[config.mk]
export PLATFORM = sky130hd
export DESIGN_NAME = rc_req_tracker
export DESIGN_NICKNAME = d
export VERILOG_FILES = /design/src/rtl/rc_req_tracker_pkg.sv /design/src/rtl/rc_age_tracker.sv /design/src/rtl/rc_req_tracker.sv
export SDC_FILE = /design/constraint.sdc
export NUM_CORES = 1
export LEC_CHECK = 0
export ABC_AREA = 1
export ABC_CLOCK_PERIOD_IN_PS = 7900
export CORE_MARGIN = 2
export CORE_UTILIZATION = 25
export DETAILED_ROUTE_END_ITERATION = 8
export GPL_TIMING_DRIVEN = 0
export HOLD_SLACK_MARGIN = 0.12
export PLACE_DENSITY = 0.53
export SLEW_MARGIN = 0
export SYNTH_ARGS = -nofsm -noshare
export SYNTH_HDL_FRONTEND = slang
export SYNTH_SLANG_ARGS = --single-unit
[constraint.sdc]
create_clock -name Clk -period 7.9 [get_ports Clk]
set_input_delay 2.37 -clock Clk [delete_from_list [all_inputs] [get_ports Clk]]
set_output_delay 2.37 -clock Clk [all_outputs]
set_load 0.01 [all_outputs]
[src/rtl/rc_req_tracker_pkg.sv]
// Shared types for the ring-controller request tracker: opcodes, entry states
// and the stored request payload.
package rc_req_tracker_pkg;

   localparam int RC_ADDR_W = 32;
   localparam int RC_DATA_W = 32;

   typedef enum logic {
      OP_RD = 1'b0,
      OP_WR = 1'b1
   } opcode_e;

   typedef enum logic [1:0] {
      ST_FREE = 2'd0,
      ST_PEND = 2'd1,
      ST_WAIT = 2'd2
   } entry_state_e;

   typedef struct packed {
      opcode_e               opcode;
      logic [RC_ADDR_W-1:0]  addr;
      logic [RC_DATA_W-1:0]  data;
   } entry_payload_t;

endpackage

[src/rtl/rc_age_tracker.sv]
// Per-entry age counters: age = number of live entries allocated later, so the
// oldest pending entry is the pending one with the highest age.
module rc_age_tracker #(
   parameter int ENTRIES = 4
) (
   input  logic               i_clk,
   input  logic               i_rst,
   input  logic [ENTRIES-1:0] i_alloc,
   input  logic [ENTRIES-1:0] i_free,
   input  logic [ENTRIES-1:0] i_pend,
   output logic [ENTRIES-1:0] o_oldest
);

   localparam int ID_W = $clog2(ENTRIES);

   logic [ID_W-1:0]    r_age [ENTRIES];
   logic [ENTRIES-1:0] r_valid;
   logic [ID_W-1:0]    w_dec [ENTRIES];
   logic [ID_W-1:0]    w_inc;

   assign w_inc = (|i_alloc) ? ID_W'(1) : '0;

   // Each survivor drops one step for every younger entry freed this cycle.
   always_comb begin
      for (int i = 0; i < ENTRIES; i++) begin
         w_dec[i] = '0;
         for (int j = 0; j < ENTRIES; j++) begin
            if (i_free[j] && (r_age[j] < r_age[i])) w_dec[i] = w_dec[i] + ID_W'(1);
         end
      end
   end

   always_comb begin
      o_oldest = '0;
      for (int i = 0; i < ENTRIES; i++) begin
         o_oldest[i] = i_pend[i];
         for (int j = 0; j < ENTRIES; j++) begin
            if ((j != i) && i_pend[j] && (r_age[j] > r_age[i])) o_oldest[i] = 1'b0;
         end
      end
   end

   always_ff @(posedge i_clk or posedge i_rst) begin
      if (i_rst) begin
         r_valid <= '0;
         for (int i = 0; i < ENTRIES; i++) r_age[i] <= '0;
      end else begin
         for (int i = 0; i < ENTRIES; i++) begin
            if (i_alloc[i]) begin
               r_valid[i] <= 1'b1;
               r_age[i]   <= '0;
            end else if (i_free[i]) begin
               r_valid[i] <= 1'b0;
               r_age[i]   <= '0;
            end else if (r_valid[i]) begin
               r_age[i] <= r_age[i] - w_dec[i] + w_inc;
            end
         end
      end
   end

endmodule

[src/rtl/rc_req_tracker.sv]
// Outstanding-request buffer: allocates lowest free entry, issues oldest pending
// entry, retires reads on response and returns their data to the core.
module rc_req_tracker
   import rc_req_tracker_pkg::*;
#(
   parameter int ENTRIES = 4,
   parameter int ADDR_W  = RC_ADDR_W,
   parameter int DATA_W  = RC_DATA_W
) (
   input  logic                       Clk,
   input  logic                       Rst,
   input  logic                       ReqValid,
   output logic                       ReqReady,
   input  logic                       ReqOpcode,
   input  logic [ADDR_W-1:0]          ReqAddress,
   input  logic [DATA_W-1:0]          ReqData,
   output logic                       IssueValid,
   input  logic                       IssueReady,
   output logic                       IssueOpcode,
   output logic [ADDR_W-1:0]          IssueAddress,
   output logic [DATA_W-1:0]          IssueData,
   output logic [$clog2(ENTRIES)-1:0] IssueId,
   input  logic                       RspValid,
   input  logic [$clog2(ENTRIES)-1:0] RspId,
   input  logic [DATA_W-1:0]          RspData,
   output logic                       RetValid,
   output logic [$clog2(ENTRIES)-1:0] RetId,
   output logic [DATA_W-1:0]          RetData,
   output logic [$clog2(ENTRIES):0]   Occupancy,
   output logic                       ErrRsp
);

   localparam int ID_W = $clog2(ENTRIES);

   entry_state_e   r_state [ENTRIES];
   entry_payload_t r_pl    [ENTRIES];
   logic              r_ready_en;
   logic              r_ret_vld;
   logic [ID_W-1:0]   r_ret_id;
   logic [DATA_W-1:0] r_ret_data;
   logic              r_err;

   logic [ENTRIES-1:0] w_free_mask;
   logic [ENTRIES-1:0] w_pend_mask;
   logic [ID_W:0]      w_occ;
   logic [ID_W-1:0]    w_alloc_idx;
   logic               w_accept;
   logic [ENTRIES-1:0] w_alloc_oh;
   logic [ENTRIES-1:0] w_oldest;
   logic [ID_W-1:0]    w_iss_idx;
   entry_payload_t     w_iss_pl;
   logic               w_iss_fire;
   logic               w_iss_wr;
   logic [ENTRIES-1:0] w_iss_oh;
   logic               w_rsp_hit;
   logic [ENTRIES-1:0] w_rsp_oh;
   logic [ENTRIES-1:0] w_age_free;

   always_comb begin
      w_occ       = '0;
      w_free_mask = '0;
      w_pend_mask = '0;
      for (int i = 0; i < ENTRIES; i++) begin
         w_free_mask[i] = (r_state[i] == ST_FREE);
         w_pend_mask[i] = (r_state[i] == ST_PEND);
         if (r_state[i] != ST_FREE) w_occ = w_occ + (ID_W+1)'(1);
      end
   end

   // Scanning downward leaves the lowest free index as the winner.
   always_comb begin
      w_alloc_idx = '0;
      for (int i = ENTRIES-1; i >= 0; i--) begin
         if (w_free_mask[i]) w_alloc_idx = ID_W'(i);
      end
   end

   always_comb begin
      w_iss_idx = '0;
      for (int i = 0; i < ENTRIES; i++) begin
         if (w_oldest[i]) w_iss_idx = ID_W'(i);
      end
   end

   assign ReqReady   = r_ready_en & (|w_free_mask);
   assign w_accept   = ReqValid & ReqReady;
   assign w_alloc_oh = w_accept ? (ENTRIES'(1) << w_alloc_idx) : '0;

   assign w_iss_pl   = r_pl[w_iss_idx];
   assign IssueValid = |w_pend_mask;
   assign w_iss_fire = IssueValid & IssueReady;
   assign w_iss_wr   = (w_iss_pl.opcode == OP_WR);
   assign w_iss_oh   = w_iss_fire ? w_oldest : '0;

   assign w_rsp_hit  = RspValid && (r_state[RspId] == ST_WAIT);
   assign w_rsp_oh   = w_rsp_hit ? (ENTRIES'(1) << RspId) : '0;
   assign w_age_free = w_rsp_oh | (w_iss_wr ? w_iss_oh : '0);

   rc_age_tracker #(.ENTRIES(ENTRIES)) u_age (
      .i_clk    (Clk),
      .i_rst    (Rst),
      .i_alloc  (w_alloc_oh),
      .i_free   (w_age_free),
      .i_pend   (w_pend_mask),
      .o_oldest (w_oldest)
   );

   always_ff @(posedge Clk or posedge Rst) begin
      if (Rst) begin
         for (int i = 0; i < ENTRIES; i++) r_state[i] <= ST_FREE;
         r_ready_en <= 1'b0;
         r_ret_vld  <= 1'b0;
         r_ret_id   <= '0;
         r_ret_data <= '0;
         r_err      <= 1'b0;
      end else begin
         r_ready_en <= 1'b1;
         for (int i = 0; i < ENTRIES; i++) begin
            if (w_alloc_oh[i])    r_state[i] <= ST_PEND;
            else if (w_iss_oh[i]) r_state[i] <= w_iss_wr ? ST_FREE : ST_WAIT;
            else if (w_rsp_oh[i]) r_state[i] <= ST_FREE;
         end
         r_ret_vld <= w_rsp_hit;
         if (w_rsp_hit) begin
            r_ret_id   <= RspId;
            r_ret_data <= RspData;
         end
         if (RspValid && !w_rsp_hit) r_err <= 1'b1;
      end
   end

   // Payload needs no reset: it is only visible through a PEND entry.
   always_ff @(posedge Clk) begin
      for (int i = 0; i < ENTRIES; i++) begin
         if (w_alloc_oh[i]) begin
            r_pl[i] <= '{opcode: opcode_e'(ReqOpcode),
                         addr:   ReqAddress,
                         data:   ReqOpcode ? ReqData : '0};
         end
      end
   end

   assign IssueId      = w_iss_idx;
   assign IssueOpcode  = IssueValid & w_iss_wr;
   assign IssueAddress = IssueValid ? w_iss_pl.addr : '0;
   assign IssueData    = IssueValid ? w_iss_pl.data : '0;
   assign RetValid     = r_ret_vld;
   assign RetId        = r_ret_id;
   assign RetData      = r_ret_data;
   assign Occupancy    = w_occ;
   assign ErrRsp       = r_err;

endmodule
==> results.txt, run 1 <==
The routed design could run at a clock period as short as 6.32 ns. The count of state elements after synthesis came out at 317. The number of remaining DRC errors came out at 0. The top cell type by area accounts for 56.1% of the synthesized area. The detailed-route wire length came out at about 40,000 um. The wire length of the first global-routing pass is ~60,000 um. The library cells used most frequently in the layout, excluding fill and tap cells, are nor2_1 (283), edfxtp_1 (260), clkdlybuf4s50_1 (211), nand2_1 (197), o21ai_0 (136). The min-delay analysis places its worst path in the category register to register. The worst setup path is launched from a register. The timing-limited maximum frequency came out at 158 MHz. The total power is 7980 uW. The routed layout has 10,100 vias. For this design, the sink count on the clock tree is approximately 320. Counting flops with a built-in enable in the synthesized netlist gives 260. The peak supply drop came out at around 0.23 mV. Setup repair after global routing left no endpoint under its margin. The number of nets in the layout came out at around 1,700.

The data required time at the worst endpoint came out at 5.53 ns. The area of the mapped netlist came out at 0.0139 mm^2. The die area is 0.0576 mm^2. The analysis attributes to cell leakage a power of roughly 0.0072 uW.

The library cell used most frequently in the layout, excluding fill and tap cells, is nor2_1. In this run the tightest slew margin relative to its limit is 34.2%. The cell with the largest stage delay on the worst path is clkdlybuf4s50_1.

The number of setup violations in the final report came out at 0. The run finished with clean final reports. Clock-pin slew was measured on the worst setup and hold paths at 0.05 ns. The number of cells in the design after placement came out at 2,299. The portion of the post-synthesis area used by sequential elements is between 60% and 70%. The number of diodes added for antenna fixing is 0. The sum of overflow across all layers after global routing is 0. The number of global-route vias before repair is 10,200.

The final routed wire length divided by cell count is 16.8 um. The post-CTS setup-driven buffer insertion count came out at 0. edfxtp_1 takes more of the synthesized area than any other cell. The power per cell area is approximately 430 mW/mm^2. In this run the number of H-tree levels came out at 2. STA classifies the critical path endpoint as a primary output. The layout-stage area growth over the synthesis result came out at 33.4%.

The largest fanout on the critical path came out at 10. The tree is rooted in a clkbuf_16. The per-cell via count in the routed design came out at 4.28. The final design instance area without fill came out at 0.0186 mm^2. The number of hold buffers added after CTS was 0. The post-cts gate resize count came out at 0. The final weighted congestion in routability-driven placement is 0.812.

The clock reaches the later pin of the worst-skew pair after 0.55 ns. The count of nets left with antenna violations after detail routing came out at 0. Once the floorplan was initialized, standard cells occupied about a quarter of the core. The setup total negative slack is 0 ns. The first routing iteration left between 600 and 700 violations.

The maximum number of buffers from clock root to sink is 3. Port buffering added 211 buffers. The worst-margin pin slew is 0.987 ns. The total of warnings raised by yosys came out at 0. The flip-flop cell with the highest count after synthesis is edfxtp_1. The floorplan step set the die width to 240 um. The overall global routing resource usage is 13.8%. The number of top-level pins is 212.

The count of mapped cells out of synthesis is 1,323. The area of the core is between 0.05 and 0.06 mm^2. The ratio of final minimum period to clock period came out at about four fifths. The type of the worst setup path is register to primary output. Max-cap violations in this run came to 0. The top cell family by delay on the critical path is buffers and inverters. The placed cell area is 0.0174 mm^2. The combined buffer and inverter count along the critical path is 4.

The CTS buffer count is 38. In the post-synthesis netlist, the biggest area contributors are edfxtp_1 (56%), dfrtp_1 (10%), nor2_1 (7.7%). The layout cell share with drive strength beyond 1 is 8.46%. The number of iterations in the first detailed-routing pass came out at 7. The initial antenna violation count is 2. The number of rows created at floorplan is 86.

The net count after synthesis came out at 1,458. The HPWL after detailed placement is 26,800 um. Walking the worst path, the cells encountered are inv_1, ha_1, a21oi_2, a21oi_2, nand2_4, nand2_2, nand2_2, buf_2, clkbuf_1, o21ai_0, a21oi_1, clkdlybuf4s50_1. The number of distinct library cell variants in the gate-level netlist after synthesis is 36. The height of the die is 240 um. At the placement stage, the worst setup path has a slack of 1.98 ns.

The final count of pins violating max slew came to 0. The TritonCTS clock tree is yes. The number of hold violations in the final report is 0. STA puts the critical path data arrival time at 3.95 ns. Entering global routing, the biggest net connects 32 pins. The count of cells in the finished layout, fillers not included, comes to 2,367. After layout, the worst setup slack is 1.58 ns.

The largest clock skew in the final design is 0.0151 ns. Each instance of the synthesized netlist takes up on average approximately 11 um^2. On the worst path, the slowest cell contributes a delay of roughly 0.58 ns.

The fraction of registers with async set or reset after synthesis is approximately 18%.
## where the power goes
part | switching [uW] | leakage (uW) | total (uW) | internal [uW]
combinational | 2420 | 0.00354 | 4080 | 1660
clock | 680 | 0.000555 | 1650 | 969
sequential | 125 | 0.00309 | 2260 | 2130
## cell usage after synthesis (4+ instances only)
cell type    n
o21ai_1      4
buf_1        5
edfxtp_1   260
clkbuf_1    34
xnor2_1      5
nand2_2     10
xor2_1      10
inv_1      101
a21oi_1     70
o21ai_0    136
buf_2       19
nor2_4       6
nor2_1     285
nor2_2       4
nand2_1    197
nand2_4      5
inv_2       17
nand3b_1     4
nand3_1     42
ha_1        31
dfrtp_1     57
## worst register-to-register path, delay by kind of cell, from the launching register on
family	cells	cell delay, ns
simple gates	11	1.14
fa+ha+maj	4	1.05
xor+xnor	3	0.55
compound gates	2	0.43
flops	1	0.39
buf+inv	3	0.25
## per-layer routing
metal / wire [um] / track usage [%]
met1: 17400 / 17.7
met2: 19500 / 23.3
met3: 1990 / 2.77
met4: 916 / 4.23
met5: 21 / 0
## flip-flops by register name (all words and copies together), names as in the netlist
| name | cells |
|---|---|
| u_age.r_valid | 4 |
| RetData | 32 |
| r_state | 8 |
| r_ready_en | 1 |
| RetValid | 1 |
| RetId | 2 |
| r_pl | 260 |
| u_age.r_age | 8 |
| ErrRsp | 1 |
## metrics by stage
step | hold WS, ns | util, %
after floorplan | 0.466 | -
after global placement | 0.455 | 30.8
after detailed placement | 0.459 | 31.6
after CTS | 0.472 | 33.7
after global routing | 0.486 | 33.7
final | 0.468 | 33.7
## final cells by class
cell class | instances | area (um^2)
fillers | 5659 | 36500
flip-flops and latches | 317 | 9230
multi-input cells | 828 | 4020
repair buffers | 228 | 2520
clock buffers | 49 | 1010
well taps | 748 | 936
inverters | 120 | 450
plain buffers | 58 | 241
clock inverters | 19 | 145
## cells by family after synthesis
| kind of cell | count (synthesis) | share of synthesized area, % |
|---|---|---|
| AOI/OAI and AO/OA | 220 | 8.17 |
| xor gates and xnor gates | 15 | 0.944 |
| adders and majority gates | 31 | 2.79 |
| buffers and inverters | 178 | 4.97 |
| DFF | 317 | 66.4 |
| other | 1 | 0.0269 |
| and+or+nand+nor | 561 | 16.7 |
## path summary, 6_finish.rpt
kind / startpoint / end / slack, ns / cells past startpoint
min in group asynchronous: Rst / RetValid / 2.22 / 2
setup reg to reg: u_age.r_age[1] / u_age.r_age[3] / 3.98 / 23
hold reg to reg: ErrRsp / ErrRsp / 0.47 / 1
hold / removal: ErrRsp / ErrRsp / 0.47 / 1
setup / recovery: u_age.r_age[1] / IssueAddress[20] / 1.58 / 12
max in group asynchronous: Rst / u_age.r_age[6] / 5.09 / 3
Note: power is estimated with default switching activity, not from simulation.
==> inputs of run 2 (changes only) <==
--- a/config.mk
+++ b/config.mk
@@ -6,13 +6,13 @@
 export NUM_CORES = 1
 export LEC_CHECK = 0
 export ABC_AREA = 1
-export ABC_CLOCK_PERIOD_IN_PS = 7900
+export ABC_CLOCK_PERIOD_IN_PS = 5500
 export CORE_MARGIN = 2
 export CORE_UTILIZATION = 25
 export DETAILED_ROUTE_END_ITERATION = 8
 export GPL_TIMING_DRIVEN = 0
 export HOLD_SLACK_MARGIN = 0.12
-export PLACE_DENSITY = 0.53
+export PLACE_DENSITY = 0.55
 export SLEW_MARGIN = 0
 export SYNTH_ARGS = -nofsm -noshare
 export SYNTH_HDL_FRONTEND = slang
==> constraint.sdc (replaced) <==
create_clock -name Clk -period 5.5 [get_ports Clk]
set_input_delay 1.65 -clock Clk [delete_from_list [all_inputs] [get_ports Clk]]
set_output_delay 1.65 -clock Clk [all_outputs]
set_load 0.01 [all_outputs]
==> results.txt, run 2 (synthesized netlist as in run 1, its figures left out) <==
In this run the remaining antenna-violating nets after routing total 0. For this run, the share of the core covered by cells in the final layout is 33.9%. The number of setup violations in the final report is 0.

The timing-limited maximum frequency came out at 189 MHz. After clock tree synthesis, the clock-pin slew on the worst setup and hold paths is 0.05 ns. Setup repair after global routing could not meet its margin everywhere. The flip-flop count of the largest register after layout is 260. From synthesis to final layout, the design area changed by 34.3%. The worst-margin pin slew came out at 0.848 ns. The delay of the slowest critical-path stage came out at 0.52 ns.

The overall global routing resource usage came out at 13.8%. The CTS sink count is around 320. The sum of overflow across all layers after global routing came out at 0.

The clock tree synthesis step divided the H-tree into 2 levels. The final routed wire length divided by cell count is 16.7 um. The power spent charging and discharging nets is 4690 uW. The largest fanout on the critical path came out at 10. The area of the core came out at 0.0551 mm^2. Data on the critical path arrives at its endpoint at 3.64 ns.

The relative contribution of combinational cells to total power came out at 50.5%. The number of hold violations in the final report is 0. During placement, the flow inserted port buffers numbering ~210. The number of nets in the layout is approximately 1,700. Wires add up to 39,600 um.

The finished layout holds ~2,400 standard cells, fillers aside. The number of cells in the design after placement is 2,299. The register with the highest flop count is r_pl. The placed cell area is approximately 0.017 mm^2. The maximum number of buffers from clock root to sink came out at 3. The startpoint kind of the worst setup timing path is a register. The final count of pins violating max slew is 0. The final weighted congestion in routability-driven placement is 0.822. The largest clock skew in the final design came out at 0.0157 ns.

By startpoint and endpoint, the worst setup path is classified as register to primary output. TritonCTS built the clock tree. The height of the die is 240 um.

The portion of total power attributed to the clock network is a little over a fifth. The wire-length estimate of the detail-placed layout is 26,600 um. The wire length of the first global-routing pass is 60,000 um. STA classifies the critical path endpoint as a primary output. The path class of the tightest hold or removal check is register to register.

The run finished with clean final reports. After detailed routing, the number of remaining DRC violations is 0. The count of maximum capacitance violations came out at 0.

The peak supply drop is 0.270 mV. The top cell types in the final layout, fill and taps aside, are nor2_1 (283), edfxtp_1 (260), clkdlybuf4s50_1 (211), nand2_1 (197), o21ai_0 (136). The number of diodes added for antenna fixing came out at 0. Summed over all cells, the static leakage comes to 0.00730 uW.

The proportion of total power due to net switching came out at 40.2%. The via count came out at approximately 10,000. The first TritonRoute pass finished after 5 iterations. The share of power burned in registers came out at around 28%. For the finished layout, the period the worst path requires is 5.29 ns. The number of violations reported at the end of detailed-routing iteration 0 is 562. The worst slew margin relative to its limit is 43.4%.

The initial antenna violation count is 0. Internal power comes to 6990 uW. The count of fill cells added during filler insertion is 5,603.

The slowest stage of the critical path belongs to the cell clkdlybuf4s50_1. Leaving out fill and tap cells, the most frequent cell in the layout is nor2_1. Dividing the detail-routed via count by the number of cells gives 4.28. The cell sitting at the root of the clock tree is a clkbuf_16.

The die area is around 0.058 mm^2. Clock latency on the worst-skew pair, taken at its later pin, is 0.55 ns. The number of global-route vias before repair is roughly 10,000.

The number of rows created at floorplan came out at 86. The power per cell area came out at 625 mW/mm^2. Entering global routing, the biggest net connects 33 pins.

The post-CTS setup-driven buffer insertion count is 0. The critical path goes through inv_1, ha_1, nand2_1, nand2_1, nand3_1, nand2_1, nor2_1, nor2_1, buf_2, buf_1, nor2_1, o21ai_0, a21oi_1, clkdlybuf4s50_1. Clock tree synthesis inserted a total of 38 buffers. The ratio of final minimum period to clock period is 96.2%. Of the cells placed in the final design, the portion with a size suffix greater than 1 is 10.3%.

The starting density of the core is 25.3%. The die extent in x is 240 um. The number of top-level pins came out at 212.

The finished cells cover between 0.015 and 0.02 mm^2. The data required time at the worst endpoint is 3.85 ns.
[run 2: changes by cell type in the layout (fill, tap and decap cells not counted), sizes merged]
cell | before | now
clkinv | 15 | 19
inv | 119 | 120
buf | 41 | 36
clkbuf | 83 | 81
bufinv | 2 | 4
[run 2: area by class of cell]
class	count	area, um^2	share of cell area [%]
Sequential cell	317	9230	49.4
Buffer	58	280	1.50
Multi-Input combinational cell	828	4020	21.5
Timing Repair Buffer	228	2500	13.4
Inverter	120	452	2.42
Tap cell	748	936	5.01
Clock buffer	42	1010	5.40
Clock inverter	26	250	1.34
[run 2: what timing repair did]
item                       CTS  global route
hold buffers                 0             0
setup endpoints to repair   29            60
hold endpoints to repair     0             0
cloned                       0             0
resized for setup            5            35
[run 2: routing by layer]
| metal | vias to the layer above | global-route usage, % | part of all wire [%] |
|---|---|---|---|
| met5 | - | 0 | 0 |
| met4 | 0 | 4.27 | 2.4 |
| met3 | 57 | 2.53 | 4.7 |
| met2 | 223 | 23.7 | 49 |
| met1 | 4890 | 17.6 | 43 |
| li1 | 4962 | - | - |
[run 2: worst max-delay path, delay by kind of cell (launching register included)]
| family | cells | cell delay [ns] |
|---|---|---|
| buf+inv | 4 | 1.50 |
| simple gates | 7 | 0.68 |
| flops | 1 | 0.39 |
| fa+ha+maj | 1 | 0.32 |
| compound gates | 2 | 0.22 |
[run 2: power groups by stage]
stage | Clock, uW | Sequential [uW] | Combinational [uW]
5_1_grt | 2710 | 3280 | 6490
3_3_place_gp | 0 | 3330 | 5760
4_1_cts | 2620 | 3240 | 5980
6_report | 2540 | 3240 | 5900
2_1_floorplan | 0 | 3330 | 2920
3_5_place_dp | 0 | 3280 | 5940
[run 2: per-stage QoR]
stage | hold slack (ns) | total power (uW) | setup WS [ns] | setup TNS, ns
6_report | 0.458 | 11700 | 0.207 | 0
5_1_grt | 0.476 | 12500 | -0.0684 | -0.710
4_1_cts | 0.464 | 11800 | 0.0266 | 0
3_5_place_dp | 0.452 | 9220 | 0.310 | 0
3_3_place_gp | 0.443 | 9090 | -3.93 | -793.69
2_1_floorplan | 0.466 | 6250 | -0.0137 | -0.0207
[run 2: worst paths after layout]
check                      cells after the start            from  slack [ns]          endpoint
max                                           14  u_age.r_age[1]        0.21  IssueAddress[12]
max in group asynchronous                      3             Rst        3.41       RetData[20]
min reg2reg                                    1          ErrRsp        0.46            ErrRsp
max reg2reg                                   23  u_age.r_age[1]        1.59    u_age.r_age[5]
min                                            1          ErrRsp        0.46            ErrRsp
min in group asynchronous                      2             Rst        1.50       RetData[27]
==> edit: new RTL, config.mk and constraints of run 2 <==
Register the output `ErrRsp` once more, with the module's reset; this adds one clock of latency there. The other outputs are not delayed to match.
--- a/src/rtl/rc_req_tracker.sv
+++ b/src/rtl/rc_req_tracker.sv
@@ -150,3 +150,9 @@
    assign Occupancy    = w_occ;
-   assign ErrRsp       = r_err;
+   always_ff @(posedge Clk or posedge Rst) begin
+      if (Rst) begin
+         ErrRsp <= '0;
+      end else begin
+         ErrRsp <= r_err;
+      end
+   end
 
Check against the original RTL: not equivalent (a bounded check fails within 4 cycles, from zero or initial values and one cycle with Rst high).
==> edit against run 2 <==
Sequential power is essentially flat; wire length fell by 0.92%; worst setup slack got worse by 0.037 ns; register-to-register slack improved by 0.02 ns; count of clock-buffer cells in the layout increased by 4; sequential cell count is 1 higher; power is 0.56% lower; combinational power hardly changed; synthesized area up 0.18%; final area barely moved; critical path type unchanged; largest cell class unchanged; largest power group unchanged.
==> edit: results (changes against run 2) <==
----------------------------------------------------
[Outcome]
  Outcome ... complete, no violations

[Clocking]
  Clock root buffer ... clkbuf_16
  Post-CTS Setup Bufs ... 0 (unchanged)
  CTS H-tree lvls ... 2 (unchanged)
  Maximum count of clock buffers along a single path ... 3 (unchanged)
  Num CTS Buffers ... 38 (unchanged)
  Worst-path clk slew ... 0.06 ns
  Skew-Pair Late Insertion Delay ... 0.57 ns (+0.02 ns)
  CTS resizes ... 5 (unchanged)

[Drt]
  Number of search-and-repair iterations in the first detailed-routing pass ... 5 (unchanged)
  First DRT Iteration DRCs ... 604 (+7.5%)
  Total Wirelength ... 39300 um (-0.92%)
  Wire per inst ... 16.6 um (-1.0%)
  Vias per std cell ... 4.25 (-0.68%)

[Global route]
  Number of global-route vias before repair ... 10400 (+1.3%)
  Antenna violations before repair ... 0 (unchanged)
  Maximum number of pins on one net before global-route repair ... 32 (-3.0%)
  Wire length of the first global-routing pass ... 60100 um (+0.13%)
  GRT Overall Usage ... 0.137 (-0.000757)

[Critical path]
  Arrival time worst endpoint ... 3.68 ns (+0.04 ns)
  Largest driver fanout on the critical path ... 10 (unchanged)
  Crit path largest cell delay ... 0.61 ns (+0.09 ns)
  Largest delay contributor family on the critical path ... buffers and inverters
  Cell at the slowest stage of the critical path ... clkdlybuf4s50_1

[Worst hold path]
  HP Class ... reg -> reg

[Layout]
  Top register by number of flip-flops ... r_pl
  Filler Cells Inserted ... 5594 (-0.16%)
  Post-layout net count ... 1727 (+0.058%)
  Fraction of layout cells with a size suffix above 1 ... 0.0987 (-0.00445)
  Max FFs per register ... 260 (unchanged)
  Ant diodes ... 0 (unchanged)

[Die]
  Area of the core ... 55100 um2 (unchanged)

[Logic synthesis]
  Most used flip-flop cell after synthesis ... edfxtp_1
  Nets in the synthesized netlist ... 1459 (+0.069%)
  Dominant cells by area after synthesis ... edfxtp_1, dfrtp_1, nor2_1
  Post-synth cell types ... 36 (unchanged)
  Share of the synthesized area in the top cell type ... 0.560 (-0.00101)
  Most frequent cells after synthesis ... nor2_1, edfxtp_1, nand2_1
  Count of flip-flops with a built-in enable after synthesis ... 260 (unchanged)
  Post-Syn Area per Cell ... 10.5 um2 (+0.10%)
  Sequential fraction of the synthesis area ... 0.664 (about the same)
  Count of warnings emitted by yosys ... 0 (unchanged)
  Async set-or-reset flop fraction in the synthesized netlist ... 0.182 (+0.00258)

[Placed design]
  Port-buffer cells ... 211 (unchanged)
  Placer's final routability congestion estimate ... 0.807 (-1.9%)
  Instance count after placement with tap cells included ... 2300 (+0.043%)
  Final HPWL DP ... 26500 um (-0.21%)
  Placement-stage worst setup slack ... 0.292 ns (-0.0181 ns)

[Power]
  Net Sw Power ... 4.65 mW (-0.78%)
  Leakage dissipation ... 7.29 nW (about the same)
  Worst vdd rail ir drop ... 0.390 mV (+44%)

[STA]
  Worst-case clock skew ... 0.0234 ns (+0.00768 ns)
  Worst rel slew slack ... 0.437 (+0.00288)

----------------------------------------------------
[edit: changes by cell type after synthesis]
cell	delta
dfrtp_1	+1
[edit: per-stage QoR]
step | power, mW | utilization | cell area [um2] | setup TNS, ns
final | 11.6 | 0.340 | 18700 | 0
after detailed placement | 9.22 | 0.316 | 17400 | 0
after floorplan | 6.26 | - | 13900 | -0.0207
after global routing | 12.4 | 0.340 | 18700 | -0.0119
after global placement | 9.08 | 0.308 | 17000 | -768.94
after CTS | 11.8 | 0.339 | 18700 | 0
[edit: per-layer routing]
layer	routed length, um	global-route usage	up-vias
li1	-	-	4976
met1	17100	0.170	4834
met2	19700	0.242	209
met3	1600	0.0247	53
met4	900	0.0423	0
met5	0	0	-
[edit: worst reg2reg max path, stage by stage (launching register included)]
cell and delay [ns]:
dfrtp_1 0.38, inv_1 0.12, ha_1 0.36, a21oi_2 0.30, a21oi_2 0.12, nand2_4 0.09
nand2_2 0.09, nor2_2 0.13, nand2_2 0.07, nand2_4 0.14, nand2_1 0.07, nand2_1 0.11
inv_1 0.09, nor2_1 0.21, ha_1 0.29, xnor2_1 0.17, ha_1 0.24, inv_1 0.05
ha_1 0.15, xor2_1 0.18, xor2_1 0.19, nand3_1 0.09, nand3_1 0.09, nand2_1 0.05
[edit: kinds of logic (layout without fill, tap and decap cells)]
| logic type | after synthesis | in the layout | share of synthesized area |
|---|---|---|---|
| compound gates | 220 | 220 | 0.0816 |
| other cells | 1 | 1 | 0.000269 |
| flops | 318 | 318 | 0.664 |
| xor+xnor | 15 | 15 | 0.00942 |
| simple gates | 561 | 561 | 0.167 |
| buf+inv | 178 | 475 | 0.0496 |
| fa+ha+maj | 31 | 31 | 0.0278 |
[edit: final cells by class]
cell class | count | area share
timing repair buffer | 228 | 0.135
clock buffer | 46 | 0.0541
clock inverter | 23 | 0.0112
sequential | 318 | 0.495
multi-input combinational | 828 | 0.215
buffer | 58 | 0.0155
inverter | 120 | 0.0241
tap | 748 | 0.0500
[edit: path summary, 6_finish.rpt]
kind                                 from              to  slack, ns  cells after the start
max                        u_age.r_age[1]   IssueData[11]       0.17                     12
min                                 r_err          ErrRsp       0.39                      0
max reg2reg                u_age.r_age[1]  u_age.r_age[3]       1.61                     23
min reg2reg                         r_err          ErrRsp       0.39                      0
max in group asynchronous             Rst  u_age.r_age[6]       3.36                      3
min in group asynchronous             Rst     RetData[13]       1.54                      2
[edit: power groups by stage]
stage / Clock (mW) / Sequential (mW) / Combinational [mW]
finish: 2.49 / 3.25 / 5.89
global route: 2.64 / 3.29 / 6.50
CTS: 2.55 / 3.25 / 5.97
detailed placement: 0 / 3.29 / 5.93
global placement: 0 / 3.34 / 5.74
floorplan: 0 / 3.34 / 2.92
